`config.mk`:
```
export PLATFORM = sky130hd
export DESIGN_NAME = cmd_queue_mp
export DESIGN_NICKNAME = d
export VERILOG_FILES = /design/src/rtl/cmd_queue_mp.sv
export SDC_FILE = /design/constraint.sdc
export NUM_CORES = 2
export LEC_CHECK = 0
export ABC_CLOCK_PERIOD_IN_PS = 21500
export BUFFER_PORTS_ARGS = -buffer_cell sky130_fd_sc_hd__buf_2
export CAP_MARGIN = 0
export CELL_PAD_IN_SITES_DETAIL_PLACEMENT = 1
export CELL_PAD_IN_SITES_GLOBAL_PLACEMENT = 1
export CORE_UTILIZATION = 45
export DETAILED_ROUTE_END_ITERATION = 16
export PLACE_DENSITY_LB_ADDON = 0.1
export SETUP_SLACK_MARGIN = 0.3
export SLEW_MARGIN = 20
export SYNTH_ARGS = -nofsm -noshare
export SYNTH_HDL_FRONTEND = slang
export SYNTH_SLANG_ARGS = --single-unit
```
`constraint.sdc`:
```
create_clock -name i_clk -period 21.5 [get_ports i_clk]
set_input_delay 4.3 -clock i_clk [delete_from_list [all_inputs] [get_ports i_clk]]
set_output_delay 4.3 -clock i_clk [all_outputs]
set_load 0.02 [all_outputs]
```
`src/rtl/cmd_queue_mp.sv`:
```
// Purpose: multi-producer command queue; round-robin arbiter feeding one FWFT FIFO.
// Latency: an accepted command is visible on o_data the cycle after its ack edge.
// Backpressure: o_ack is withheld from every port while the queue is full; requests are held by producers.
module cmd_queue_mp #(
    parameter int WIDTH  = 248,
    parameter int DEPTH  = 16,
    parameter int NPORTS = 2
) (
    input  logic                          i_clk,
    input  logic                          i_rstn,
    input  logic [NPORTS-1:0]             i_valid,
    input  logic [NPORTS*WIDTH-1:0]       i_data,
    output logic [NPORTS-1:0]             o_ack,
    input  logic                          i_read,
    output logic [WIDTH-1:0]              o_data,
    output logic                          o_fifo_full,
    output logic                          o_fifo_empty,
    output logic [$clog2(DEPTH+1)-1:0]    o_count,
    output logic                          o_busy
);

    localparam int AW = $clog2(DEPTH);
    localparam int CW = $clog2(DEPTH+1);
    localparam int GW = (NPORTS > 1) ? $clog2(NPORTS) : 1;

    logic [WIDTH-1:0]  mem [DEPTH];
    logic [AW-1:0]     wr_ptr;
    logic [AW-1:0]     rd_ptr;
    logic [GW-1:0]     last_grant;
    logic [GW-1:0]     grant_idx;
    logic [NPORTS-1:0] grant;
    logic [WIDTH-1:0]  wr_dat;
    logic              wr_en;
    logic              rd_en;

    // Round-robin search starting one past the last accepted port; first requester wins.
    always_comb begin
        logic          found;
        logic [GW-1:0] idx_g;
        grant     = '0;
        grant_idx = '0;
        found     = 1'b0;
        idx_g     = '0;
        for (int i = 1; i <= NPORTS; i++) begin
            idx_g = GW'((int'(last_grant) + i) % NPORTS);
            if (!found && i_valid[idx_g]) begin
                grant[idx_g] = 1'b1;
                grant_idx    = idx_g;
                found        = 1'b1;
            end
        end
    end

    // Acks are suppressed when full (a same-cycle pop does not free space early) and during reset.
    assign o_ack  = grant & {NPORTS{~o_fifo_full & i_rstn}};
    assign o_busy = |(i_valid & ~o_ack);
    assign wr_en  = |o_ack;
    assign rd_en  = i_read & ~o_fifo_empty;
    // Only the granted port's data is muxed; it is only stored when acked, so idle ports never reach control.
    assign wr_dat = i_data[int'(grant_idx)*WIDTH +: WIDTH];

    assign o_data       = mem[rd_ptr];
    assign o_fifo_full  = (o_count == CW'(DEPTH));
    assign o_fifo_empty = (o_count == '0);

    // Storage array; contents are not reset, stale entries are unreachable once pointers clear.
    always_ff @(posedge i_clk) begin
        if (wr_en) begin
            mem[wr_ptr] <= wr_dat;
        end
    end

    // Pointers, occupancy and arbiter history.
    always_ff @(posedge i_clk or negedge i_rstn) begin
        if (!i_rstn) begin
            wr_ptr     <= '0;
            rd_ptr     <= '0;
            o_count    <= '0;
            last_grant <= GW'(NPORTS-1);
        end else begin
            if (wr_en) begin
                wr_ptr     <= wr_ptr + AW'(1);
                last_grant <= grant_idx;
            end
            if (rd_en) begin
                rd_ptr <= rd_ptr + AW'(1);
            end
            case ({wr_en, rd_en})
                2'b10:   o_count <= o_count + CW'(1);
                2'b01:   o_count <= o_count - CW'(1);
                default: o_count <= o_count;
            endcase
        end
    end

endmodule
```
==> run_results.csv <==
group,metric,value,unit
status,status,"finished, final reports clean",
cts,cts_resized,0,
finish,final_cell_mix,"3968 x edfxtp_1, 956 x mux4_2, 932 x nand2_1, 758 x buf_2, 417 x clkbuf_16",
placement,dp_hpwl,216000,um
critical_path,critical-path-top-delay-family,"buffers and inverters",
finish,fin_cells,12800,
yosys,syn_inst,7062,
floorplan,dieWidth,583,um
timing,tightest_slew,1.10,ns
yosys,synth_warnings,0,
yosys,synth_seq_cells,3982,
drt,drcViolationCount,0,
timing,slew_headroom,26.9,%
cts,cts_hold_buf,0,
drt,via_count,75100,
timing,rsz0062_at_grt,"no",
finish,stdcell_area,174000,um2
yosys,synth_ff_type,"edfxtp_1",
drt,drt_iter0_markers,6685,
timing,fin_crit,10.50,ns
cts,cts_tree,"built",
timing,fin_skew,0.0314,ns
placement,dp_slack,11.39,ns
global_route,grt_usage,23.8,%
cts,clock_sinks,3982,
yosys,synth_edf_count,3968,
timing,tns,0,ns
run,maxCapViolations,0,
min_path,hp-start,"last_grant$_DFFE_PN1P_",
drt,drt_wl_total,406000,um
placement,place_inst,12100,
cts,cts.path.max_buffers,4,
critical_path,critPathBufInv,5,
global_route,grt.overflow.total,0,
cts,cts_root_buf,"clkbuf_16",
critical_path,rr_startpoint,"o_count[0]$_DFFE_PN0P_",
critical_path,slowest_stage,"buf_4",
critical_path,arrival,6.20,ns
power_and_ir_drop,power.leakage,57.1,nW
yosys,synth_top_area_cell,"edfxtp_1",
finish,layout.nets,8507,
yosys,synth-seq-area-share,78.7,%
global_route,grt_max_degree,100,
floorplan,fp.dieArea,340000,um2
timing,setup_ws,11.00,ns
timing,holdWs,0.529,ns
power_and_ir_drop,vdd_drop_max,0.000106,V
min_path,min_path_type,"reg2reg",
yosys,syn-cell-area,152000,um2
cts,clkLatencyLatePin,0.93,ns
yosys,ys_async_sr_fraction,0.352,%
floorplan,start_util,45.4,%
critical_path,startpoint_type,"register",
placement,place.gp.congestion,0.733,
drt,final_antenna_net_count,0,
floorplan,num_io_pins,759,
timing,max_freq,0.0953,GHz
timing,setup_viol,0,
yosys,synth_area_leaders,"edfxtp_1 78%, mux4_2 14%, nand2_1 2.3%, a22oi_1 1.5%, o22ai_1 0.74%",
critical_path,critPathRequiredTime,17.20,ns
yosys,synth_area_per_cell,21.5,um2
timing,finalHoldViolCount,0,
cts,htree_levels,5,
timing,drv_slew,0,
global_route,grt_pass1_vias,80400,
yosys,synth_top_area_share,78.5,%
floorplan,die_h,583,um
cts,cts_setup_buffers,0,
cts,clkTransAtPathRegs,0.06,ns
timing,final.period_utilization,48.8,%
finish,area_growth,14.7,%
critical_path,crit_start,"rd_ptr[0]$_DFFE_PN0P_",
critical_path,crit_type,"reg2out",
floorplan,design.core.area,335000,um2
drt,drtPass1Iterations,5,
critical_path,slowest_delay,0.86,ns
finish,num-fill-cells,29600,
power_and_ir_drop,finalPower,23.8,mW
critical_path,crit_chain,"buf_4, buf_4, buf_4, buf_4, mux4_2, a22oi_1, nand2_1, buf_2",
global_route,antenna_found_initial,6,
drt,wl_per_cell,31.6,um
floorplan,rows,212,
critical_path,critPathMaxFanout,45,
finish,mostFrequentLayoutCell,"edfxtp_1",
cts,cts_made_buffers,412,
critical_path,critPathCaptureType,"primary output",
yosys,syn_nets,7573,
finish,drive_gt1_share,29.8,%
global_route,grt_pass1_wl,578000,um
placement,port_buffers,758,
placement,place_area,161000,um2
drt,vias_per_cell,5.85,
power_and_ir_drop,powerDensity,137,nW/um2
critical_path,cp_common_cell,"buf_4",
yosys,ys_types,41,
finish,post-route-util,52.0,%
[area by class of cell]
type,instances,area (um2),area share (%)
Antenna cell,2,5.00,0.00287
Clock buffer,493,10700,6.16
Clock inverter,267,2270,1.31
Inverter,8,30.0,0.0172
Multi-Input combinational cell,2674,30700,17.6
Sequential cell,3982,120000,68.6
Tap cell,4494,5620,3.23
Timing Repair Buffer,918,5250,3.01
[state kept, by name, summed over array words and instances (netlist names)]
register	flops
mem	3968
o_count	5
rd_ptr	4
wr_ptr	4
last_grant	1
[worst paths after layout]
check | to | slack [ns] | cells past startpoint
hold / removal | last_grant$_DFFE_PN1P_ | 0.53 | 2
max in group asynchronous | last_grant$_DFFE_PN1P_ | 17.92 | 1
setup reg to reg | mem[4][116]$_DFFE_PP_ | 15.79 | 9
setup / recovery | o_data[40] | 11.00 | 8
min in group asynchronous | o_count[2]$_DFFE_PN0P_ | 3.27 | 1
hold reg to reg | last_grant$_DFFE_PN1P_ | 0.53 | 2
[Yosys cell counts (2+ instances only)]
master    number
edfxtp_1    3968
mux4_2       956
nand2_1      934
a22oi_1      298
o22ai_1      180
clkbuf_1     166
buf_2        156
nor2_1       109
mux2i_1       91
buf_1         38
buf_4         32
o21ai_0       22
nand4_1       19
dfrtp_1       13
ha_1           9
inv_1          8
nand2b_1       7
nor2b_1        7
buf_6          6
xnor2_1        6
and2_1         5
nor3_1         5
a21oi_1        3
or2_2          3
xor2_1         3
o21a_1         2
o311ai_0       2
[tightest hold or removal path, cell delays in order (launching register included)]
cell and delay, ns:
dfstp_2 0.37, a21oi_1 0.11, nor2_1 0.05
[kinds of logic after synthesis]
kind of cell	Yosys count	synth area share (%)
xor gates and xnor gates	9	0.0519
and+or+nand+nor	1095	2.79
DFF	3982	78.7
buffers and inverters	406	1.24
muxes	1048	14.8
adders and majority gates	11	0.0939
AOI/OAI and AO/OA	511	2.34
[routing by layer]
metal	share of wire [%]	up-vias	GRT usage, %
met2	51	2211	41.2
met5	0	-	0
met1	42	41200	32.4
met3	5.0	444	2.97
met4	1.8	0	4.89
li1	-	31200	-
[power breakdown]
part	switching, mW	total, mW	internal [mW]
combinational	4.68	7.33	2.65
clock	2.97	6.92	3.95
sequential	0.197	9.56	9.36
(Power assumes the default switching activity.)
